--- config.mk ---
export PLATFORM = sky130hd
export DESIGN_NAME = fpu_rt_sched
export DESIGN_NICKNAME = d
export VERILOG_FILES = /design/src/rtl/fpu_rt_sched_pkg.sv /design/src/rtl/fpu_rt_sched_rr_arb.sv /design/src/rtl/fpu_rt_sched.sv
export SDC_FILE = /design/constraint.sdc
export NUM_CORES = 1
export LEC_CHECK = 0
export CAP_MARGIN = 20
export CORE_MARGIN = 1
export CORE_UTILIZATION = 51
export CTS_CLUSTER_SIZE = 40
export DETAILED_ROUTE_END_ITERATION = 7
export GPL_ROUTABILITY_DRIVEN = 0
export PLACE_DENSITY_LB_ADDON = 0.05
export SYNTH_ARGS = -nofsm -noshare
export SYNTH_HDL_FRONTEND = slang
export SYNTH_SLANG_ARGS = --single-unit
--- constraint.sdc ---
create_clock -name clk -period 2.45 [get_ports clk]
set_input_delay 0.49 -clock clk [delete_from_list [all_inputs] [get_ports clk]]
set_output_delay 0.49 -clock clk [all_outputs]
set_load 0.005 [all_outputs]
--- src/rtl/fpu_rt_sched_pkg.sv ---
// Shared constants for the FP sqrt/div scheduler.
// Unit count, result latency, shadow length and op-field codes.
package fpu_rt_sched_pkg;

    localparam int NUM_UNITS  = 3;
    localparam int DATA_DLY   = 5;
    localparam int SHADOW_LEN = 3;
    localparam int OP_W       = 13;
    localparam int II_W       = 10;
    localparam int REG_W      = 9;

    localparam logic [OP_W-1:0] fop_div   = 13'h0020;
    localparam logic [OP_W-1:0] fop_divs  = 13'h0021;
    localparam logic [OP_W-1:0] fop_sqrt  = 13'h0040;
    localparam logic [OP_W-1:0] fop_sqrts = 13'h0041;

endpackage

--- src/rtl/fpu_rt_sched_rr_arb.sv ---
// Round-robin one-hot arbiter; search starts one past the last grantee.
// Pointer resets to N-1 so index 0 is searched first.
module rr_arb_onehot #(
    parameter int N = 3
) (
    input  logic         clk,
    input  logic         rst,
    input  logic [N-1:0] req,
    output logic [N-1:0] grant
);

    localparam int PW = (N > 1) ? $clog2(N) : 1;

    logic [PW-1:0] ptr;
    logic [PW-1:0] nextPtr;
    logic [PW-1:0] idx;
    logic          found;

    always_comb begin
        grant   = '0;
        nextPtr = ptr;
        found   = 1'b0;
        idx     = '0;
        for (int i = 1; i <= N; i++) begin
            idx = PW'((int'(ptr) + i) % N);
            if (!found && req[idx]) begin
                grant[idx] = 1'b1;
                nextPtr    = idx;
                found      = 1'b1;
            end
        end
    end

    always_ff @(posedge clk or negedge rst) begin
        if (!rst) ptr <= PW'(N - 1);
        else      ptr <= nextPtr;
    end

endmodule

--- src/rtl/fpu_rt_sched.sv ---
// Scheduler for the iterative root/divide units: request buffer,
// dispatch with start shadow, round-robin writeback and data steering.
module fpu_rt_sched
    import fpu_rt_sched_pkg::*;
#(
    parameter int NU   = NUM_UNITS,
    parameter int OPW  = OP_W,
    parameter int IIW  = II_W,
    parameter int RW   = REG_W,
    parameter int DDLY = DATA_DLY
) (
    input  logic           clk,
    input  logic           rst,
    input  logic           except,
    input  logic           req_en,
    input  logic [OPW-1:0] req_op,
    input  logic [IIW-1:0] req_II,
    input  logic [RW-1:0]  req_reg,
    output logic           req_pause,
    input  logic [NU-1:0]  unit_rdy,
    output logic [NU-1:0]  unit_start,
    output logic [OPW-1:0] start_op,
    output logic [IIW-1:0] start_II,
    output logic [RW-1:0]  start_reg,
    input  logic [NU-1:0]  unit_done,
    output logic [NU-1:0]  unit_grant,
    output logic           wb_en,
    output logic [NU-1:0]  wb_sel,
    output logic           wb_zero,
    output logic [NU-1:0]  busy
);

    localparam int EW = OPW + IIW + RW;
    localparam int SW = $clog2(SHADOW_LEN + 1);

    logic [EW-1:0] fifoMem [2];
    logic          rdPtr;
    logic          wrPtr;
    logic [1:0]    count;
    logic          push;
    logic          pop;
    logic [EW-1:0] head;

    logic [SW-1:0] shadow [NU];
    logic [NU-1:0] shadowOn;
    logic [NU-1:0] elig;
    logic [NU-1:0] startVec;
    logic [NU-1:0] selPipe [DDLY];

    assign req_pause = (count == 2'd2);
    assign push      = req_en & ~req_pause & ~except;
    assign head      = fifoMem[rdPtr];

    always_comb begin
        shadowOn = '0;
        for (int n = 0; n < NU; n++) shadowOn[n] = (shadow[n] != '0);
    end

    // lowest-index eligible unit; start_* come only from the registered head
    assign elig     = unit_rdy & ~shadowOn;
    assign startVec = (count != 2'd0 && !except) ? (elig & (~elig + NU'(1))) : '0;
    assign pop      = |startVec;

    assign unit_start = startVec;
    assign {start_op, start_II, start_reg} = pop ? head : '0;
    assign busy = ~unit_rdy | shadowOn;

    always_ff @(posedge clk or negedge rst) begin
        if (!rst) begin
            count      <= 2'd0;
            rdPtr      <= 1'b0;
            wrPtr      <= 1'b0;
            fifoMem[0] <= '0;
            fifoMem[1] <= '0;
        end else if (except) begin
            count <= 2'd0;
            rdPtr <= 1'b0;
            wrPtr <= 1'b0;
        end else begin
            if (push) begin
                fifoMem[wrPtr] <= {req_op, req_II, req_reg};
                wrPtr          <= ~wrPtr;
            end
            if (pop) rdPtr <= ~rdPtr;
            count <= count + {1'b0, push} - {1'b0, pop};
        end
    end

    always_ff @(posedge clk or negedge rst) begin
        if (!rst) begin
            for (int n = 0; n < NU; n++) shadow[n] <= '0;
        end else begin
            for (int n = 0; n < NU; n++) begin
                if (startVec[n])        shadow[n] <= SW'(SHADOW_LEN);
                else if (shadowOn[n])   shadow[n] <= shadow[n] - SW'(1);
            end
        end
    end

    rr_arb_onehot #(.N(NU)) uArb (
        .clk   (clk),
        .rst   (rst),
        .req   (unit_done),
        .grant (unit_grant)
    );

    assign wb_en = |unit_grant;

    // keeps shifting through a flush so in-flight results still land
    always_ff @(posedge clk or negedge rst) begin
        if (!rst) begin
            for (int i = 0; i < DDLY; i++) selPipe[i] <= '0;
        end else begin
            selPipe[0] <= unit_grant;
            for (int i = 1; i < DDLY; i++) selPipe[i] <= selPipe[i-1];
        end
    end

    assign wb_sel  = selPipe[DDLY-1];
    assign wb_zero = ~|wb_sel;

    assert property (@(posedge clk) disable iff (!rst)
        !(req_en && req_pause && !except));

endmodule

**After elaboration in Yosys (flattened, before gate mapping)**

Index checks and enable logic that the tools add are counted.

- Register bits: 91
- Output and inout port bits: 47
- Word-level logic and storage cells: 116

- Add/sub/neg operators: 9
- Div/mod/pow operators: 3
- $lt $le $gt $ge: 9
- Equal/unequal tests: 1
- Multiplexer cells: 39
- Bitwise logic cells: 16
- Reductions and logical operators: 25

Operators by type and width:

| cell | number |
|---|---|
| 32-bit 2-to-1 mux | 5 |
| 32-bit by 3-bit modulo with 32-bit output, second input constant | 3 |
| 64-bit bitwise mux | 1 |
| 32-bit demux with 1-bit select | 1 |
| 2-bit 2-to-1 mux | 10 |
| 2-bit nonzero test | 9 |
| 1-bit 2-to-1 mux | 12 |
| 3-bit 2-to-1 mux | 4 |
| 2-bit by 3-bit < comparator with 1-bit output, second input constant | 3 |
| 3-bit inverter | 3 |
| 3-bit OR | 3 |
| 3-bit OR reduction | 3 |
| 1-bit logical AND | 7 |
| 2-bit by 2-bit adder with 3-bit output, second input constant | 2 |
| 3-bit AND | 2 |
| 1-bit binary-select mux with 2-bit select | 3 |
| 1-bit demux with 2-bit select | 3 |
| 2-bit by 1-bit greater-or-equal comparator with 1-bit output, second input constant | 3 |
| 2-bit by 1-bit subtractor with 2-bit output, second input constant | 3 |
| 2-bit greater-or-equal comparator, second input constant | 2 |
| 1-bit logical NOT | 4 |
| 1-bit inverter | 4 |
| 1-bit inverter with 2-bit output | 2 |
| 2-bit by 1-bit adder with 3-bit output, second input constant | 1 |
| other kinds (8) | 9 |

**Longest topological paths before layout**

- Depth after elaboration: 12
- Gate-level depth with buffers: 13

**Cells and area by module**

Synthesis repeated with hierarchy kept, for this count alone.

- Cell total of the unflattened synthesis: 341
- Area total of the unflattened synthesis: 4400.5 µm²

Modules (own cells, without submodules):

| module | times used | cells an instance | area an instance (µm²) |
|---|---|---|---|
| fpu_rt_sched | 1 | 291 | 4022.6 |
| rr_arb_onehot | 1 | 50 | 377.9 |

**Worst setup path after synthesis**

No wires, ideal clock.

- Path type: register to register
- Start point: register shadow[4] (netlist name)
- End point: register count[1]
- Arrival: 2091 ps
- Data required time: 2331 ps
- Setup slack: 240 ps
- Cell stages (with the launch flop): 14
- Buffers on the path: 2
- Clock period less this slack: 2210 ps
- Path through: dfrtp_1 -> inv_1 -> ha_1 -> nand2_1 -> a31o_2 -> buf_2 -> buf_6 -> inv_1 -> ha_1 -> inv_1 -> ha_1 -> xor2_1 -> xnor2_1 -> nor2_1

- Longest elaborated chain between the ends: 10

RTL lines:

| element | RTL line | text |
|---|---|---|
| start, declared | fpu_rt_sched.sv:44 | `logic [SW-1:0] shadow [NU];` |
| start signal, assigned by index | fpu_rt_sched.sv:94 | `if (startVec[n]) shadow[n] <= SW'(SHADOW_LEN);` |
| start signal, assigned by index | fpu_rt_sched.sv:95 | `else if (shadowOn[n]) shadow[n] <= shadow[n] - SW'(1);` |
| 2-bit nonzero test * | fpu_rt_sched.sv:56 | `for (int n = 0; n < NU; n++) shadowOn[n] = (shadow[n] != '0);` |
| 3-bit inverter * | fpu_rt_sched.sv:60 | `assign elig = unit_rdy & ~shadowOn;` |
| 3-bit AND * | fpu_rt_sched.sv:60 |  |
| 3-bit inverter | fpu_rt_sched.sv:61 | `assign startVec = (count != 2'd0 && !except) ? (elig & (~elig + NU'(1))) : '0;` |
| 3-bit by 1-bit adder with 3-bit output | fpu_rt_sched.sv:61 |  |
| 3-bit AND * | fpu_rt_sched.sv:61 |  |
| 3-bit 2-to-1 mux * | fpu_rt_sched.sv:61 |  |
| 3-bit OR reduction * | fpu_rt_sched.sv:62 | `assign pop = \|startVec;` |
| 2-bit by 1-bit subtractor with 2-bit output * | fpu_rt_sched.sv:85 | `count <= count + {1'b0, push} - {1'b0, pop};` |
| 2-bit 2-to-1 mux * | fpu_rt_sched.sv:75 | `end else if (except) begin` |
| end signal, assigned | fpu_rt_sched.sv:85 |  |
| end, declared | fpu_rt_sched.sv:39 | `logic [1:0] count;` |

Every way passes the cells marked *; elsewhere a longest branch is shown, timed or not.
A chain may end at the register's enable or synchronous reset.

**Final worst setup path**

- Start point: register uArb.ptr[1]
- End point: output port unit_grant[0]

- Longest elaborated chain between the ends: 11
- Elaborated cells on any way between the ends: 38

RTL lines:

| element | RTL line | text |
|---|---|---|
| start, declared | fpu_rt_sched_rr_arb.sv:14 | `logic [PW-1:0] ptr;` |
| start signal, assigned | fpu_rt_sched_rr_arb.sv:35 | `if (!rst) ptr <= PW'(N - 1);` |
| start signal, assigned | fpu_rt_sched_rr_arb.sv:36 | `else ptr <= nextPtr;` |
| 2-bit by 1-bit adder with 3-bit output | fpu_rt_sched_rr_arb.sv:25 | `idx = PW'((int'(ptr) + i) % N);` |
| 32-bit by 3-bit modulo with 32-bit output | fpu_rt_sched_rr_arb.sv:25 |  |
| 2-bit by 3-bit < comparator with 1-bit output (implied by the code), or another cell as far along | fpu_rt_sched_rr_arb.sv:27 | `grant[idx] = 1'b1;` |
| 1-bit logical AND (implied by the code) / 1-bit 2-to-1 mux (equally long branches) | fpu_rt_sched_rr_arb.sv:27, fpu_rt_sched_rr_arb.sv:26 |  |
| 1-bit 2-to-1 mux (on tied branches) | fpu_rt_sched_rr_arb.sv:27, fpu_rt_sched_rr_arb.sv:26 |  |
| 1-bit demux with 2-bit select / 1-bit logical NOT (equally long branches) | - |  |
| 3-bit 2-to-1 mux / 1-bit logical AND (equally long branches) | fpu_rt_sched_rr_arb.sv:26 | `if (!found && req[idx]) begin` |
| 3-bit OR (no source line) / 1-bit 2-to-1 mux (equally long branches) | - |  |
| 3-bit 2-to-1 mux / 1-bit logical NOT (equally long branches) | fpu_rt_sched_rr_arb.sv:26 |  |
| 3-bit OR (no source line) / 1-bit logical AND (equally long branches) | - |  |
| 3-bit 2-to-1 mux * | fpu_rt_sched_rr_arb.sv:26 |  |
| end, declared | fpu_rt_sched.sv:26 | `output logic [NU-1:0] unit_grant,` |

Every way passes the cells marked *; elsewhere a longest branch is shown, timed or not. The select of a mux whose other input is x is not followed.

==> flow_summary.json <==
{
  "critPathTopFamily": "flip-flops",
  "crit_path_max_incr_delay_ns": 0.58,
  "dp_hpwl_mm": 5.88,
  "drc": 0,
  "ys_ff_latch": 91,
  "failed_checks": "setup timing",
  "clk_path_buf_depth": 2,
  "setup_viol": 4,
  "cap_violations": 0,
  "synth_edf_count": 0,
  "netlist_instances": 339,
  "final_nets": 521,
  "ant_nets": 0,
  "cellPowerDensity_mw_per_mm2": 1080,
  "crit_start": "uArb.ptr[1]",
  "synthArstFlopShare_pct": 100,
  "cts_buffers": 9,
  "drt-initial-drc-count": 56,
  "synth-seq-area-share_pct": 53.1,
  "htreeDepth": 3,
  "synth_ff_type": "dfrtp_1",
  "avgRoutedWirePerCell_um": 15.4,
  "worstMarginPinSlew_ns": 0.489,
  "regArea_mm2": 0.00228,
  "diodes": 0,
  "rows": 33,
  "overflow": 0,
  "ys_types": 45,
  "hold_slack_ns": 0.0912,
  "fin_crit_ns": 2.56,
  "route.vias.total": 3019,
  "fin_cells": 580,
  "relSlewSlack_pct": 67.4,
  "path_cells": "ha_4 -> buf_6 -> nor4b_4 -> nand3_1 -> and3_4 -> o211ai_1 -> buf_2",
  "die_area_mm2": 0.00879,
  "crit_fanout": 7,
  "synthToLayoutAreaGrowth_pct": 38.2,
  "clk_pin_slew_worst_paths_ns": 0.09,
  "drt-total-wl_mm": 8.94,
  "post-route-util_pct": 72.5,
  "worstPathRequired_ns": 1.96,
  "synth_common_cells": "90 x dfrtp_1, 63 x mux2_2, 36 x mux2i_1",
  "fin_ws_ns": -0.111,
  "yosys.cell_count.top_type": "dfrtp_1",
  "core_mm2": 0.00818,
  "grt_usage_pct": 21.5,
  "root_buffer": "clkbuf_8",
  "synth_top_area_share_pct": 52.5,
  "worstPathArrival_ns": 2.07,
  "yosysTopAreaCell": "dfrtp_1",
  "multi_input_area_mm2": 0.00202,
  "crit_path_end_kind": "output pin",
  "yosys-top-cells-area": "dfrtp_1 52%, mux2_2 17%, mux2i_1 8.4%",
  "vias_per_cell": 5.21,
  "die_h_um": 93.7,
  "dp_cells": 552,
  "finalCritPeriodShare_pct": 105,
  "crit_path_start_kind": "register",
  "start_util_pct": 52.5,
  "postSynthAreaPerCell_um2": 12.7,
  "status": "complete, but fails checks",
  "r2r-start": "shadow[0]",
  "grt_pass1_vias": 3096,
  "path_buf_inv": 2,
  "rsz0062_at_grt": "true",
  "grt_max_degree": 56,
  "path_class": "register to output pin",
  "grt_antenna_before_repair": 0,
  "finalHoldViolCount": 0,
  "die_w_um": 93.7,
  "synthesis.area_mm2": 0.00429,
  "first_pass_iters": 4,
  "grt_pass1_wl_mm": 14.5,
  "clk_latency_ns": 0.35,
  "synth_warnings": 0,
  "ios": 89,
  "io_buffers": 88,
  "synth_nets": 390,
  "n_fill_cell": 596,
  "vdd_drop_max_mv": 0.909,
  "cts_tree": "yes",
  "hp-class": "input pin to asynchronous set/reset pin",
  "total_power_mw": 6.38,
  "drive_gt1_share_pct": 41.3,
  "slew_viol_final": 0,
  "cp_slowest_cell": "dfstp_2",
  "fmax_mhz": 390,
  "p_leak_nw": 2.69,
  "cts_sinks": 91,
  "fin_worst_skew_ns": 0.0109
}
-- worst paths after layout --
path / to / depth (start not counted) / slack [ns]
min: shadow[3] / 1 / 0.09
max in group asynchronous: uArb.ptr[1] / 2 / 1.66
max: unit_grant[0] / 7 / -0.11
min in group clk: selPipe[5] / 0 / 0.35
max reg2reg: count[1] / 13 / 0.19
min reg2reg: selPipe[5] / 0 / 0.35
-- worst register-to-register path: stages, from the launching register on --
cell and delay (ns):
dfrtp_1 0.39, inv_1 0.06, ha_2 0.20, nand2_2 0.07, a31o_4 0.27, buf_6 0.14, clkbuf_16 0.16, inv_1 0.06
ha_1 0.23, inv_1 0.06, ha_1 0.14, xor2_1 0.18, xnor2_1 0.14, nor2_1 0.06
-- placed cells by master (no fill, tap or decap), types with 2 or more instances in the layout --
cell and n:
ha_4 5, nor2_1 26, mux2_2 63, o21ai_0 4, xor2_1 5, clkbuf_8 10, o22ai_2 2, nand4_1 2
nand2_1 11, ha_1 2, inv_1 11, buf_6 3, nor2b_4 2, inv_2 4, clkdlybuf4s50_1 47, nand3b_1 3
buf_12 6, nand2_2 2, o21ai_2 3, clkbuf_2 7, nand2b_1 2, nor2b_1 2, nand4b_1 3, buf_4 42
nor2_2 8, clkinvlp_4 2, o211ai_1 3, ha_2 2, mux2i_1 36, inv_6 2, dfrtp_1 89, dlygate4sd2_1 18
buf_2 14, nor2_4 2
-- power by group --
part	total, mW	switching [mW]	internal [mW]
registers	2.49	0.341	2.15
logic	2.85	1.18	1.67
clock network	1.04	0.529	0.508
-- flip-flops by register name, indices dropped and copies added, names as in the netlist --
register  flops
fifoMem      64
selPipe      12
shadow        6
wb_sel        3
count         2
uArb.ptr      2
rdPtr         1
wrPtr         1
-- per-layer routing --
layer  track usage, %  vias to the layer above  wire length, µm
li1                 -                     1436                -
met1             26.7                     1496             3860
met2             36.8                       71             4550
met3             4.29                       16              372
met4             8.46                        0              153
met5                0                        -                0
-- logic make-up after synthesis --
| group | after synthesis | share of synthesized area, % |
|---|---|---|
| multiplexers | 101 | 25.7 |
| flip-flops | 91 | 53.1 |
| AND/OR/NAND/NOR | 76 | 9.04 |
| buffers and inverters | 34 | 4.72 |
| AO/OA/AOI/OAI | 22 | 3.61 |
| adder cells (fa/ha/maj) | 9 | 2.62 |
| XOR/XNOR | 6 | 1.22 |
-- through the flow --
step	cell area (µm²)	setup TNS, ns	setup slack, ns
after floorplan	4290	0	0.240
after global placement	5530	-10.17	-0.420
after detailed placement	5530	-9.67	-0.469
after CTS	5930	-0.518	-0.247
after global routing	5930	-0.737	-0.212
final	5930	-0.320	-0.111
-- area by class of cell --
type | count | area share, %
inverter | 15 | 0.949
clock buffer | 10 | 2.32
sequential | 91 | 38.4
multi-input combinational | 214 | 34.0
tap | 105 | 2.22
clock inverter | 6 | 1.20
timing repair buffer | 139 | 20.9
-- repair_timing --
action / CTS / global route
gates resized for setup: 119 / 32
hold buffers: 0 / 0
pin swaps: 12 / 6
cloned: 0 / 1
setup endpoints to repair: 38 / 18
setup buffers: 11 / 1
Note: power is estimated with default switching activity, not from simulation.
